<file path="config.mk">
export PLATFORM = sky130hd
export DESIGN_NAME = ps2_kbd_ctrl
export DESIGN_NICKNAME = d
export VERILOG_FILES = /design/src/rtl/ps2_kbd_ctrl.sv
export SDC_FILE = /design/constraint.sdc
export NUM_CORES = 1
export LEC_CHECK = 0
export BUFFER_PORTS_ARGS = -buffer_cell sky130_fd_sc_hd__buf_4
export CAP_MARGIN = 20
export CORE_ASPECT_RATIO = 1.1
export CORE_UTILIZATION = 51
export CTS_BUF_LIST = sky130_fd_sc_hd__clkbuf_16
export CTS_CLUSTER_SIZE = 28
export DETAILED_ROUTE_END_ITERATION = 10
export PLACE_DENSITY = 0.76
export SLEW_MARGIN = 10
export SYNTH_ARGS = -nofsm -noshare
export SYNTH_HDL_FRONTEND = slang
export SYNTH_SLANG_ARGS = --single-unit
</file>
<file path="constraint.sdc">
create_clock -name clk -period 2.6 [get_ports clk]
set_input_delay 0.52 -clock clk [delete_from_list [all_inputs] [get_ports clk]]
set_output_delay 0.52 -clock clk [all_outputs]
set_load 0.005 [all_outputs]
</file>
<file path="src/rtl/ps2_kbd_ctrl.sv">
// PS/2 keyboard receiver with a scancode FIFO and a small register interface.
// The interface exposes DATA (pop), STATUS (flags and count) and CTRL (irq enable, flush).
module ps2_kbd_ctrl #(
  parameter int unsigned FIFO_DEPTH     = 8,
  parameter int unsigned TIMEOUT_CYCLES = 5000
) (
  input  logic        clk,
  input  logic        rst_n,
  input  logic        ps2_clk,
  input  logic        ps2_data,
  input  logic        sel,
  input  logic [3:0]  addr,
  input  logic [3:0]  wenable,
  input  logic [31:0] wdata,
  input  logic        rd_en,
  output logic [31:0] rdata,
  output logic        irq
);

  localparam int unsigned AW = (FIFO_DEPTH > 1) ? $clog2(FIFO_DEPTH) : 1;
  localparam int unsigned CW = AW + 1;
  localparam int unsigned TW = $clog2(TIMEOUT_CYCLES + 1);

  typedef enum logic [1:0] {StIdle, StData, StParity, StStop} rx_state_e;

  // Synchronizers, plus one extra ps2_clk stage for edge detection
  logic [1:0] kclk_sync_q, kdat_sync_q;
  logic       kclk_prev_q;

  rx_state_e      state_q, state_d;
  logic [7:0]     shift_q, shift_d;
  logic [2:0]     bit_cnt_q, bit_cnt_d;
  logic           parity_q, parity_d;
  logic [TW-1:0]  tmo_q, tmo_d;
  logic           rx_push, rx_perr, rx_ferr;

  logic [7:0]     mem_q [FIFO_DEPTH];
  logic [AW-1:0]  wr_ptr_q, wr_ptr_d, rd_ptr_q, rd_ptr_d;
  logic [CW-1:0]  count_q, count_d;
  logic           ovr_q, ovr_d, ferr_q, ferr_d, perr_q, perr_d;
  logic           irq_en_q, irq_en_d, irq_q, irq_d;
  logic [31:0]    rdata_q, rdata_d;

  logic fall, din, wr, rd, empty, full, pop, flush, push_acc, ovr_set, clr;
  logic unused_wdata;

  assign fall         = kclk_prev_q & ~kclk_sync_q[1];
  assign din          = kdat_sync_q[1];
  assign unused_wdata = ^wdata[31:5];

  // Input synchronizers; reset to the idle-high line level
  always_ff @(posedge clk) begin
    if (!rst_n) begin
      kclk_sync_q <= 2'b11;
      kdat_sync_q <= 2'b11;
      kclk_prev_q <= 1'b1;
    end else begin
      kclk_sync_q <= {kclk_sync_q[0], ps2_clk};
      kdat_sync_q <= {kdat_sync_q[0], ps2_data};
      kclk_prev_q <= kclk_sync_q[1];
    end
  end

  // Frame receiver next state, including the inter-edge timeout abort
  always_comb begin
    state_d   = state_q;
    shift_d   = shift_q;
    bit_cnt_d = bit_cnt_q;
    parity_d  = parity_q;
    rx_push   = 1'b0;
    rx_perr   = 1'b0;
    rx_ferr   = 1'b0;
    case (state_q)
      StIdle: if (fall && !din) begin
        state_d   = StData;
        bit_cnt_d = '0;
      end
      StData: if (fall) begin
        shift_d   = {din, shift_q[7:1]};
        bit_cnt_d = bit_cnt_q + 3'd1;
        if (bit_cnt_q == 3'd7) state_d = StParity;
      end
      StParity: if (fall) begin
        parity_d = din;
        state_d  = StStop;
      end
      StStop: if (fall) begin
        state_d = StIdle;
        if (!din)                       rx_ferr = 1'b1;
        else if (!(^{shift_q, parity_q})) rx_perr = 1'b1;
        else                            rx_push = 1'b1;
      end
      default: state_d = StIdle;
    endcase
    // Timeout only matters between edges of a partial frame
    if (state_q == StIdle || fall) begin
      tmo_d = '0;
    end else if (tmo_q == TW'(TIMEOUT_CYCLES - 1)) begin
      tmo_d   = '0;
      state_d = StIdle;
      rx_ferr = 1'b1;
    end else begin
      tmo_d = tmo_q + TW'(1);
    end
  end

  // FIFO bookkeeping, sticky flags, control and registered read data
  always_comb begin
    wr       = sel & |wenable;
    rd       = sel & rd_en;
    empty    = (count_q == '0);
    full     = (count_q == CW'(FIFO_DEPTH));
    pop      = rd & (addr == 4'h0) & ~empty;
    flush    = wr & (addr == 4'h8) & wdata[1];
    push_acc = rx_push & ~flush & (~full | pop);
    ovr_set  = rx_push & ~flush & full & ~pop;
    clr      = wr & (addr == 4'h4);

    // Set wins over a same-cycle write-1-to-clear
    ovr_d    = (ovr_q  & ~(clr & wdata[4])) | ovr_set;
    ferr_d   = (ferr_q & ~(clr & wdata[3])) | rx_ferr;
    perr_d   = (perr_q & ~(clr & wdata[2])) | rx_perr;
    irq_en_d = (wr && addr == 4'h8) ? wdata[0] : irq_en_q;
    irq_d    = irq_en_q & ~empty;

    if (flush) begin
      wr_ptr_d = '0;
      rd_ptr_d = '0;
      count_d  = '0;
    end else begin
      wr_ptr_d = push_acc ? wr_ptr_q + AW'(1) : wr_ptr_q;
      rd_ptr_d = pop      ? rd_ptr_q + AW'(1) : rd_ptr_q;
      count_d  = count_q + {{AW{1'b0}}, push_acc} - {{AW{1'b0}}, pop};
    end

    rdata_d = '0;
    if (rd) begin
      case (addr)
        4'h0:    if (!empty) rdata_d = {23'b0, 1'b1, mem_q[rd_ptr_q]};
        4'h4:    rdata_d = {16'b0, 8'(count_q), 3'b0, ovr_q, ferr_q, perr_q, full, empty};
        4'h8:    rdata_d = {31'b0, irq_en_q};
        default: rdata_d = '0;
      endcase
    end
  end

  // State registers
  always_ff @(posedge clk) begin
    if (!rst_n) begin
      state_q   <= StIdle;
      shift_q   <= '0;
      bit_cnt_q <= '0;
      parity_q  <= 1'b0;
      tmo_q     <= '0;
      wr_ptr_q  <= '0;
      rd_ptr_q  <= '0;
      count_q   <= '0;
      ovr_q     <= 1'b0;
      ferr_q    <= 1'b0;
      perr_q    <= 1'b0;
      irq_en_q  <= 1'b0;
      irq_q     <= 1'b0;
      rdata_q   <= '0;
    end else begin
      state_q   <= state_d;
      shift_q   <= shift_d;
      bit_cnt_q <= bit_cnt_d;
      parity_q  <= parity_d;
      tmo_q     <= tmo_d;
      wr_ptr_q  <= wr_ptr_d;
      rd_ptr_q  <= rd_ptr_d;
      count_q   <= count_d;
      ovr_q     <= ovr_d;
      ferr_q    <= ferr_d;
      perr_q    <= perr_d;
      irq_en_q  <= irq_en_d;
      irq_q     <= irq_d;
      rdata_q   <= rdata_d;
    end
  end

  // Storage array, no reset needed: count gates every read
  always_ff @(posedge clk) begin
    if (push_acc) mem_q[wr_ptr_q] <= shift_q;
  end

  assign rdata = rdata_q;
  assign irq   = irq_q;

endmodule

</file>
==> metrics.md, run 1 <==
| Metric | Value |
|---|---|
| Die W | `98.2 um` |
| Routed wire length | `10300 um` |
| Residual DRC | `0` |
| Rel. slew slack | `51.4%` |
| Slowest cell on the critical path | `xnor3_2` |
| Hold Vio Cnt, Final | `0` |
| CTS tree | `built` |
| Prevailing post-synth register cell | `edfxtp_1` |
| GPL Wtd Cong | `0.786` |
| Worst min path class | `in2reg` |
| Register area | `3160 sq um` |
| Vias | `3297` |
| Nets | `537` |
| GRT Residual Overflow | `0` |
| Post-DP HPWL | `6910 um` |
| H-tree level count | `4` |
| Crit path DAT | `2.78 ns` |
| Routed Antenna Nets | `0` |
| DR pass1 iterations | `7` |
| Ports | `79` |
| Clk buf depth | `2` |
| Fin util | `between 60% and 70%` |
| Clk root buf | `clkbuf_16` |
| Area of the multi-input gates | `1920 sq um` |
| Pleak | `2.28 nW` |
| Slew at the pin with the worst max-slew slack | `0.726 ns` |
| Worst skew pair latency | `about 0.4 ns` |
| Post-synth EDFFs | `64` |
| Maximum VDD drop | `roughly 670 uV` |
| Sw Pwr | `0.889 mW` |
| Input/output buffers | `31` |
| Wire per inst | `16.8 um` |
| WHS | `0.300 ns` |
| Internal power | `between 3 and 4 mW` |
| Die Ht | `between 100 and 150 um` |
| Part of the cycle the worst path needs | `96.3%` |
| Critical Path Max Stage Delay | `about 0.52 ns` |
| Part of the power in registers | `47.2%` |
| Worst-path fanout max | `3` |
| Minimum clock period | `2.50 ns` |
| Critical Path RT | `2.88 ns` |
| Met3 Routed Length | `roughly 440 um` |
| DP Worst Slack | `-0.114 ns` |
| Filler instances | `717` |
| CTS Hold Bufs | `0` |
| Core area | `9890 sq um` |
| Max_cap viols | `0` |
| Row count | `38` |
| Worst setup margin | `0.0959 ns` |
| Antenna diodes | `0` |
| WHS Path Cells | `2` |
| Crit end category | `flip-flop` |
| Total track usage | `20.6%` |
| Critical path, cell by cell | `xor2_1, xnor3_2, xnor2_2, o21ai_2, o21ai_0, ha_1, inv_1, fa_1, xor2_1, nor2_1` |
| First-pass GRT wire length | `roughly 16000 um` |
| Die Area | `10600 sq um` |
| Switch share | `roughly a fifth` |
| DR WL met2 | `5620 um` |
| Layout cells sized above 1 | `between 20% and 30%` |
| Async set-reset flop share out of synthesis | `0%` |
| Clock transition at path regs | `roughly 0.06 ns` |
| Max layer used | `met4` |
| Final Skew | `0.00851 ns` |
| Combinational share of power | `under 10%` |
| Mapped Cells | `between 400 and 500` |
| Clock share of power | `51.2%` |
| Post-synth cell types | `50` |
| Power Density | `697 nW/um^2` |
| TritonCTS buffer count | `17` |
| Post-synthesis sequential area ratio | `about three fifths` |
| Worst reg-to-reg path cell count | `10` |
| Sinks on Clock Net | `126` |
| Total of cells resized after clock tree synthesis | `0` |
| Syn Area/Cell | `12.7 sq um` |
| Setup Viol. Count Final | `0` |
| Outcome | `finished, final reports clean` |
| Initial antenna violation count | `0` |
| Count of warnings emitted by yosys | `0` |
| Top cell by count, worst path | `xor2_1` |
| Setup Buffers After CTS | `0` |
| #FFs+latches synth | `approximately 130` |
| Worst Setup Start Kind | `flip-flop` |
| WL met1 | `slightly above 4000 um` |
| Area Overhead vs Synth | `21.5%` |
| Slew Viols, Final | `0` |
| Largest net degree at the start of global routing | `17` |
| Vias/cell | `5.38` |
| Kind of critical path | `reg2reg` |
| Synthesized area | `5190 sq um` |
| Initial core utilization | `52.5%` |
| Vias in the first global route | `3330` |
| Max Clock Freq | `399 MHz` |
| Starting DRT DRC Count | `231` |
## sequential cells by signal, summed over array words and instances, names as in the netlist, named ones only
| name | count |
|---|---|
| bit_cnt_q | 3 |
| count_q | 4 |
| ferr_q | 1 |
| irq | 1 |
| irq_en_q | 1 |
| kclk_prev_q | 1 |
| kclk_sync_q | 2 |
| kdat_sync_q | 2 |
| mem_q | 64 |
| ovr_q | 1 |
| parity_q | 1 |
| perr_q | 1 |
| rd_ptr_q | 3 |
| rdata | 12 |
| shift_q | 8 |
| state_q | 2 |
| tmo_q | 13 |
| wr_ptr_q | 3 |
## power groups by stage
stage	clock network [mW]	logic, mW	registers [mW]
after floorplan	0	0.0533	2.12
after global placement	0	0.0680	2.12
after detailed placement	0	0.0704	2.12
after CTS	2.27	0.0711	2.08
after global routing	2.37	0.0792	2.07
final	2.25	0.0722	2.08
## critical path: cells and delay by family, from the launching register on
kind	cells	cell delay, ns
xor+xnor	4	1.15
fa+ha+maj	2	0.57
flops	1	0.37
compound gates	2	0.18
simple gates	1	0.05
buf+inv	1	0.06
## layout by cell type, fill, tap and decap left out, types with 2 or more instances in the layout
cell type | Yosys | final
o21ai_0 | 6 | 5
nand4_1 | 4 | 4
clkinv_4 | 0 | 2
clkinv_1 | 0 | 2
a21oi_1 | 20 | 20
ha_1 | 10 | 10
o211ai_1 | 3 | 3
nand3_1 | 9 | 9
clkbuf_16 | 0 | 17
inv_6 | 0 | 2
conb_1 | 1 | 20
nand2b_1 | 11 | 11
nor3_1 | 11 | 11
or3_1 | 2 | 2
a32oi_1 | 2 | 2
mux2_2 | 4 | 4
clkinvlp_4 | 0 | 3
and2_2 | 2 | 2
mux2i_1 | 8 | 8
nand2_1 | 43 | 43
xnor2_1 | 9 | 8
nor4b_1 | 2 | 2
buf_4 | 20 | 64
inv_1 | 8 | 8
xor2_1 | 11 | 10
a22oi_1 | 5 | 5
mux4_2 | 16 | 16
edfxtp_1 | 64 | 64
clkinv_2 | 0 | 4
nor2_1 | 43 | 43
dfxtp_1 | 62 | 62
bufinv_16 | 0 | 2
## kinds of logic (layout without fill, tap and decap cells)
logic type | Yosys count | in the layout | synth area share (%)
xor gates and xnor gates | 21 | 21 | 3.81
AOI/OAI and AO/OA | 44 | 44 | 5.93
adders and majority gates | 11 | 11 | 2.80
buffers and inverters | 39 | 104 | 4.36
other | 1 | 20 | 0.0722
DFF | 126 | 126 | 60.9
and+or+nand+nor | 139 | 139 | 12.8
muxes | 28 | 28 | 9.35
## cell type report
type | instances | area share (%)
clock inverters | 15 | 2.30
well taps | 120 | 2.38
clock buffers | 17 | 6.74
flip-flops and latches | 126 | 50.1
repair buffers | 64 | 7.61
inverters | 8 | 0.476
multi-input cells | 263 | 30.4
## Yosys cell counts, types with 2 or more instances
| cell | count | area share, % |
|---|---|---|
| nand2_1 | 43 | 3.1 |
| nor2_1 | 43 | 3.1 |
| a32oi_1 | 2 | 0.34 |
| and2_2 | 2 | 0.29 |
| edfxtp_1 | 64 | 37 |
| nor3_1 | 11 | 1.1 |
| a21oi_1 | 20 | 1.9 |
| or3_1 | 2 | 0.24 |
| mux4_2 | 16 | 6.9 |
| xor2_1 | 11 | 1.9 |
| o211ai_1 | 3 | 0.43 |
| nand2b_1 | 11 | 1.3 |
| clkbuf_1 | 6 | 0.43 |
| nand3_1 | 9 | 0.87 |
| xnor2_1 | 9 | 1.5 |
| mux2i_1 | 8 | 1.5 |
| a22oi_1 | 5 | 0.72 |
| dfxtp_1 | 62 | 24 |
| inv_1 | 8 | 0.58 |
| buf_4 | 20 | 2.9 |
| ha_1 | 10 | 2.4 |
| o21ai_0 | 6 | 0.58 |
| buf_2 | 4 | 0.39 |
| mux2_2 | 4 | 0.87 |
| nor4b_1 | 2 | 0.34 |
| nand4_1 | 4 | 0.48 |
## layer usage
layer | vias to the layer above | global-route usage, %
met2 | 77 | 37.7
met3 | 10 | 4.81
li1 | 1574 | -
met4 | 0 | 8.42
met5 | - | 0
met1 | 1636 | 23.1
## through the flow
stage	setup TNS (ns)	instances	cell area [sq um]	power (mW)
after global placement	-0.108	581	5710	2.18
final	0	613	6310	4.40
after detailed placement	-0.252	581	5710	2.19
after global routing	-0.00636	613	6310	4.52
after floorplan	-0.508	428	5270	2.17
after CTS	0	613	6280	4.42
## final timing paths
check                            startpoint                         to  slack, ns
setup / recovery    shift_q[0]$_SDFFE_PN0P_      count_q[2]$_SDFF_PP0_        0.1
hold / removal                      ps2_clk  kclk_sync_q[0]$_SDFF_PN1_       0.30
setup reg to reg    shift_q[0]$_SDFFE_PN0P_      count_q[2]$_SDFF_PP0_        0.1
hold reg to reg   kdat_sync_q[0]$_SDFF_PN1_  kdat_sync_q[1]$_SDFF_PN1_       0.42
Note: power is estimated with default switching activity, not from simulation.
==> run 2, diff against run 1 <==
--- a/config.mk
+++ b/config.mk
@@ -5,6 +5,7 @@
 export SDC_FILE = /design/constraint.sdc
 export NUM_CORES = 1
 export LEC_CHECK = 0
+export ABC_AREA = 1
 export BUFFER_PORTS_ARGS = -buffer_cell sky130_fd_sc_hd__buf_4
 export CAP_MARGIN = 20
 export CORE_ASPECT_RATIO = 1.1
@@ -12,7 +13,7 @@
 export CTS_BUF_LIST = sky130_fd_sc_hd__clkbuf_16
 export CTS_CLUSTER_SIZE = 28
 export DETAILED_ROUTE_END_ITERATION = 10
-export PLACE_DENSITY = 0.76
+export PLACE_DENSITY = 0.75
 export SLEW_MARGIN = 10
 export SYNTH_ARGS = -nofsm -noshare
 export SYNTH_HDL_FRONTEND = slang
==> run 2 against run 1 <==
Compared with the run above:
- flip-flop and latch count unchanged
- combinational power up 94%
- synthesized cell count up 34%
- count of clock-buffer cells in the layout unchanged
- critical path depth up 4
- non-clock buffer count down 13
- power up 6.8%
- via count up 19%
- critical path type unchanged
==> metrics.md, run 2 <==
| Metric | Value |
|---|---|
| Outcome | `finished, final reports clean` |
| Vias | `3927` |
| Sinks on Clock Net | `126` |
| Worst setup margin | `0.236 ns` |
| Die Ht | `110 um` |
| CTS tree | `built` |
| Post-synth cell types | `42` |
| Worst-path fanout max | `4` |
| Hold Vio Cnt, Final | `0` |
| Ports | `approximately 80` |
| Pleak | `2.53 nW` |
| DR pass1 iterations | `5` |
| Routed wire length | `approximately 10000 um` |
| Post-synthesis sequential area ratio | `58.9%` |
| Worst skew pair latency | `0.41 ns` |
| Part of the cycle the worst path needs | `90.9%` |
| Async set-reset flop share out of synthesis | `0%` |
| Die W | `99.8 um` |
| Vias/cell | `around 5.2` |
| Sw Pwr | `approximately 0.96 mW` |
| Leading cell type in the layout, fill and taps excluded | `nand2_1` |
| Reg2reg setup slack | `0.24 ns` |
| Initial antenna violation count | `0` |
| Switch share | `20.4%` |
| Rel. slew slack | `between 50% and 60%` |
| Commonest non-fill, non-tap cells in the layout | `nand2_1 (76), nor2_1 (74), edfxtp_1 (64), dfxtp_1 (62), buf_4 (51)` |
| Max_cap viols | `0` |
| Power Density | `732 nW/um^2` |
| Post-DP HPWL | `7050 um` |
| Internal power | `3.74 mW` |
| Critical Path RT | `2.94 ns` |
| R2r endpoint | `count_q[1]$_SDFF_PP0_` |
| PnR Total Power | `4.70 mW` |
| Mapped Cells | `548` |
| Most area-consuming cells after synthesis | `edfxtp_1 (36%), dfxtp_1 (23%), nand2_1 (5.3%)` |
| Nets | `660` |
| Part of the power in registers | `between 40% and 50%` |
| Fin util | `64.0%` |
| Wire per inst | `13.7 um` |
| Count of warnings emitted by yosys | `0` |
| RSZ-0062 raised after global routing | `no` |
| WHS Path Cells | `2` |
| Routed Antenna Nets | `0` |
| Clock transition at path regs | `0.06 ns` |
| Register with the most flip-flops | `mem_q` |
| Slew Viols, Final | `0` |
| Max Clock Freq | `423 MHz` |
| Clock share of power | `52.3%` |
| Kind of critical path | `reg2reg` |
| Starting DRT DRC Count | `261` |
| Area leader, netlist | `edfxtp_1` |
| Residual DRC | `0` |
| Worst reg-to-reg path cell count | `14` |
| Initial core utilization | `53.5%` |
| Prevailing post-synth register cell | `edfxtp_1` |
| Clk buf depth | `2` |
| Worst min path class | `in2reg` |
| Crit path DAT | `2.70 ns` |
| Vias in the first global route | `3694` |
| CTS Hold Bufs | `0` |
| Most frequent cell after synthesis | `nand2_1` |
| Total of cells resized after clock tree synthesis | `0` |
| Layout cells sized above 1 | `between 10% and 20%` |
| Maximum VDD drop | `around 540 uV` |
| Minimum clock period | `2.36 ns` |
| Slew at the pin with the worst max-slew slack | `0.644 ns` |
| Largest register FFs | `64` |
| Row count | `38` |
| H-tree level count | `4` |
| GPL Wtd Cong | `0.849` |
| Setup Buffers After CTS | `0` |
| Endpoint, Worst Hold | `kdat_sync_q[0]$_SDFF_PN1_` |
| Share of the synthesized area in the top cell type | `35.8%` |
| TritonCTS buffer count | `17` |
| Core area | `10000 sq um` |
| DP Worst Slack | `0.128 ns` |
| Setup Viol. Count Final | `0` |
| Area Overhead vs Synth | `19.5%` |
| Post-synth EDFFs | `64` |
| GRT Residual Overflow | `0` |
| Hold wc startpoint | `ps2_data` |
| Die Area | `10900 sq um` |
| Fin Setup TNS | `0 ns` |
| Final Skew | `~0.010 ns` |
| Worst Setup Start Kind | `flip-flop` |
| Largest net degree at the start of global routing | `33` |
| Antenna diodes | `0` |
| R2R Path Start | `count_q[2]$_SDFF_PP0_` |
| Combinational share of power | `under 10%` |
| First-pass GRT wire length | `roughly 17000 um` |
| Syn Area/Cell | `between 9 and 10 sq um` |
| Synthesized area | `5370 sq um` |
| Clk root buf | `clkbuf_16` |
| Crit end category | `flip-flop` |
| Post-synth top cells | `nand2_1 (76), nor2_1 (74), edfxtp_1 (64)` |
| Total track usage | `20.8%` |
| #FFs+latches synth | `126` |
| Input/output buffers | `31` |
-- run 2: per-stage QoR --
stage | hold WS [ns] | instances | cell area, sq um
after floorplan | 0.392 | 567 | 5440
after global placement | 0.395 | 724 | 5790
after detailed placement | 0.402 | 724 | 5790
after CTS | 0.282 | 756 | 6410
after global routing | 0.287 | 756 | 6420
final | 0.297 | 756 | 6420
-- run 2: cell type report --
| type | count | area, sq um |
|---|---|---|
| fill | 746 | 3620 |
| clock inverter | 15 | 193 |
| tap | 140 | 175 |
| clock buffer | 17 | 425 |
| inverter | 49 | 190 |
| sequential | 126 | 3160 |
| multi-input combinational | 358 | 1890 |
| timing repair buffer | 51 | 383 |
-- run 2: power by group through the flow --
stage                     clock network [mW]  logic [mW]  registers (mW)
after floorplan                            0       0.113            2.14
after global placement                     0       0.134            2.14
after detailed placement                   0       0.139            2.14
after CTS                               2.48       0.140            2.10
after global routing                    2.56       0.160            2.10
final                                   2.45       0.140            2.10
-- run 2: worst max-delay path, cell delays in order (launching register included) --
cell and delay (ns):
dfxtp_1 0.29, inv_1 0.11, ha_1 0.17, nor3b_4 0.29, nor3_4 0.07, nor2_4 0.15, clkinv_4 0.09, nand3_4 0.10
clkinv_2 0.08, nand2_1 0.08, nand2_1 0.06, ha_1 0.20, inv_1 0.07, fa_1 0.40, nor2_1 0.11
-- run 2: cells by family after synthesis --
| group | count (synthesis) | share of synthesized area, % |
|---|---|---|
| buffers and inverters | 83 | 7.39 |
| adders and majority gates | 11 | 2.70 |
| AOI/OAI and AO/OA | 103 | 10.9 |
| other | 1 | 0.0698 |
| xor gates and xnor gates | 7 | 1.14 |
| DFF | 126 | 58.9 |
| and+or+nand+nor | 217 | 18.9 |
-- run 2: how the worst max path moves through the flow --
| stage | from | end | slack [ns] | cells after the start |
|---|---|---|---|---|
| final | count_q[2]$_SDFF_PP0_ | count_q[1]$_SDFF_PP0_ | 0.24 | 14 |
| after global routing | count_q[2]$_SDFF_PP0_ | count_q[1]$_SDFF_PP0_ | 0.04 | 14 |
| after CTS | count_q[2]$_SDFF_PP0_ | count_q[1]$_SDFF_PP0_ | 0.18 | 14 |
| after detailed placement | addr[1] | count_q[2]$_SDFF_PP0_ | 0.13 | 15 |
| after global placement | addr[1] | count_q[2]$_SDFF_PP0_ | 0.19 | 15 |
| after floorplan | addr[1] | count_q[2]$_SDFF_PP0_ | 0.28 | 14 |
-- run 2: metal layers --
layer / vias up / global-route usage, % / routed length [um]
met4: 0 / 7.56 / 131
li1: 1941 / - / -
met1: 1823 / 25.2 / 4450
met2: 146 / 35.2 / 5170
met3: 17 / 6.23 / 640
met5: - / 0 / 0
==> run 3, diff against run 2 <==
--- a/config.mk
+++ b/config.mk
@@ -9,10 +9,12 @@
 export BUFFER_PORTS_ARGS = -buffer_cell sky130_fd_sc_hd__buf_4
 export CAP_MARGIN = 20
 export CORE_ASPECT_RATIO = 1.1
+export CORE_MARGIN = 4
 export CORE_UTILIZATION = 51
 export CTS_BUF_LIST = sky130_fd_sc_hd__clkbuf_16
 export CTS_CLUSTER_SIZE = 28
 export DETAILED_ROUTE_END_ITERATION = 10
+export HOLD_SLACK_MARGIN = 0.06
 export PLACE_DENSITY = 0.75
 export SLEW_MARGIN = 10
 export SYNTH_ARGS = -nofsm -noshare
==> constraint.sdc (replaced) <==
create_clock -name clk -period 2.6 [get_ports clk]
set_input_delay 0.13 -clock clk [delete_from_list [all_inputs] [get_ports clk]]
set_output_delay 0.13 -clock clk [all_outputs]
set_load 0.005 [all_outputs]
==> run 3 against run 2 <==
Compared with the run above:
- worst setup slack got worse by 0.026 ns
- routed wire length rose by 3.8%
- final area up 0.51%
- highest routed layer unchanged
- maximum frequency fell by 1.1%
- clock power hardly changed
- critical endpoint unchanged
- non-clock buffer count up 4
- sequential power about the same
- sequential share of layout area down 0.25 points
- worst hold slack worse by 0.20 ns
- utilization decreased by 1.6 points
- critical path depth unchanged
==> metrics.md, run 3 (synthesis results as in run 2) <==
| Metric | Value |
|---|---|
| Reg2reg setup slack | `0.21 ns` |
| Part of the cycle the worst path needs | `between 90% and 100%` |
| Total track usage | `18.7%` |
| Routed Antenna Nets | `0` |
| Clk buf depth | `2` |
| DP Worst Slack | `0.239 ns` |
| RSZ-0062 raised after global routing | `no` |
| Switch share | `22.8%` |
| Crit path DAT | `2.73 ns` |
| Vias in the first global route | `3665` |
| Vias/cell | `5.06` |
| Initial antenna violation count | `0` |
| CP Buf/Inv Count | `4` |
| Routed wire length | `10800 um` |
| Register area | `3160 sq um` |
| Worst Setup Start Kind | `flip-flop` |
| Post-route cell area | `6450 sq um` |
| Input/output buffers | `31` |
| Ports | `79` |
| Vias | `3862` |
| TritonCTS buffer count | `17` |
| Fin Setup TNS | `0 ns` |
| Leading cell type in the layout, fill and taps excluded | `nand2_1` |
| Worst skew pair latency | `0.41 ns` |
| Rel. slew slack | `approximately half` |
| Largest net degree at the start of global routing | `33` |
| Clk root buf | `clkbuf_16` |
| Residual DRC | `0` |
| Antenna diodes | `0` |
| GPL Wtd Cong | `a little under 0.8` |
| Critical Path Max Stage Delay | `0.41 ns` |
| Placement Cell Area | `a little under 6000 sq um` |
| Slew Viols, Final | `0` |
| Final Skew | `around 0.010 ns` |
| Nets | `around 660` |
| Maximum VDD drop | `~590 uV` |
| Die Area | `12200 sq um` |
| Core area | `10300 sq um` |
| Clock share of power | `51.9%` |
| Part of the power in registers | `44.9%` |
| Crit end category | `flip-flop` |
| First-pass GRT wire length | `17700 um` |
| Critical path, cell by cell | `inv_1, ha_1, nor3b_2, nor3_4, nor2_4, clkinv_4, nand3_4, clkinv_2, nand2_1, nand2_1, ha_1, inv_1, fa_1, nor2_1` |
| Fin util | `62.3%` |
| Critical Path RT | `2.94 ns` |
| Die W | `106 um` |
| Starting DRT DRC Count | `182` |
| CTS tree | `built` |
| Pleak | `approximately 2.5 nW` |
| Row count | `39` |
| Max Clock Freq | `418 MHz` |
| Worst min path class | `in2reg` |
| Die Ht | `116 um` |
| Combinational share of power | `3.1%` |
| Clock transition at path regs | `0.06 ns` |
| Hold Vio Cnt, Final | `0` |
| Power Density | `725 nW/um^2` |
| Worst-path fanout max | `4` |
| Worst setup margin | `0.210 ns` |
| Internal power | `3.61 mW` |
| Layout cells sized above 1 | `17.9%` |
| Sw Pwr | `~1.1 mW` |
| Register with the most flip-flops | `mem_q` |
| H-tree level count | `4` |
| Wire per inst | `14.1 um` |
| Kind of critical path | `reg2reg` |
| Post-DP HPWL | `approximately 7300 um` |
| Minimum clock period | `2.39 ns` |
| Total of cells resized after clock tree synthesis | `0` |
| Initial core utilization | `51.9%` |
| DR pass1 iterations | `4` |
| Largest register FFs | `64` |
| Setup Viol. Count Final | `0` |
| Sinks on Clock Net | `126` |
| Commonest non-fill, non-tap cells in the layout | `nand2_1 (76), nor2_1 (74), edfxtp_1 (64), dfxtp_1 (62), buf_4 (51)` |
| GRT Residual Overflow | `0` |
| Max_cap viols | `0` |
| Area Overhead vs Synth | `20.1%` |
| Area of the multi-input gates | `1880 sq um` |
| Outcome | `finished, final reports clean` |
| Slowest cell on the critical path | `fa_1` |
| Slew at the pin with the worst max-slew slack | `0.763 ns` |
| Worst path top cell family by delay | `simple AND/OR/NAND/NOR gates` |
| Filler instances | `849` |
run 3: tightest hold or removal path, delay by kind of cell:
kind / cells / cell delay (ns)
and+or+nand+nor: 2 / 0.11
AOI/OAI and AO/OA: 1 / 0.10
buffers and inverters: 1 / 0.09
run 3: layout make-up:
type | instances | area share [%]
Tap cell | 143 | 2.77
Clock inverter | 15 | 2.91
Clock buffer | 17 | 6.60
Sequential cell | 126 | 49.0
Inverter | 49 | 2.95
Timing Repair Buffer | 55 | 6.56
Multi-Input combinational cell | 358 | 29.2
run 3: path summary, 6_finish.rpt:
kind                        startpoint                        end  cells past startpoint
min reg2reg  kdat_sync_q[0]$_SDFF_PN1_  kdat_sync_q[1]$_SDFF_PN1_                      1
max              count_q[2]$_SDFF_PP0_      count_q[1]$_SDFF_PP0_                     14
min                            addr[0]        rdata[0]$_SDFF_PN0_                      4
max reg2reg      count_q[2]$_SDFF_PP0_      count_q[1]$_SDFF_PP0_                     14
run 3: routing by layer:
| metal | GRT usage, % | part of all wire, % |
|---|---|---|
| met5 | 0 | 0 |
| met3 | 4.90 | 5.9 |
| met1 | 22.6 | 42 |
| met2 | 32.5 | 51 |
| met4 | 6.74 | 0.95 |
run 3: metrics by stage:
step | hold slack (ns) | std cells | power, mW
after floorplan | 0.237 | 567 | 2.26
final | 0.0936 | 763 | 4.68
after detailed placement | 0.321 | 727 | 2.28
after global routing | 0.0975 | 763 | 4.83
after global placement | 0.319 | 727 | 2.28
after CTS | 0.0760 | 763 | 4.71
run 3: power groups by stage:
stage | registers, mW | logic, mW | clock network (mW)
2_1_floorplan | 2.14 | 0.113 | 0
3_3_place_gp | 2.14 | 0.133 | 0
3_5_place_dp | 2.14 | 0.139 | 0
4_1_cts | 2.10 | 0.147 | 2.46
5_1_grt | 2.10 | 0.167 | 2.56
6_report | 2.10 | 0.147 | 2.43
run 3: repair_timing:
| item | in CTS | in global routing |
|---|---|---|
| hold endpoints to repair | 10 | 0 |
| hold buffers | 4 | 0 |
| buffers inserted | 0 | 0 |
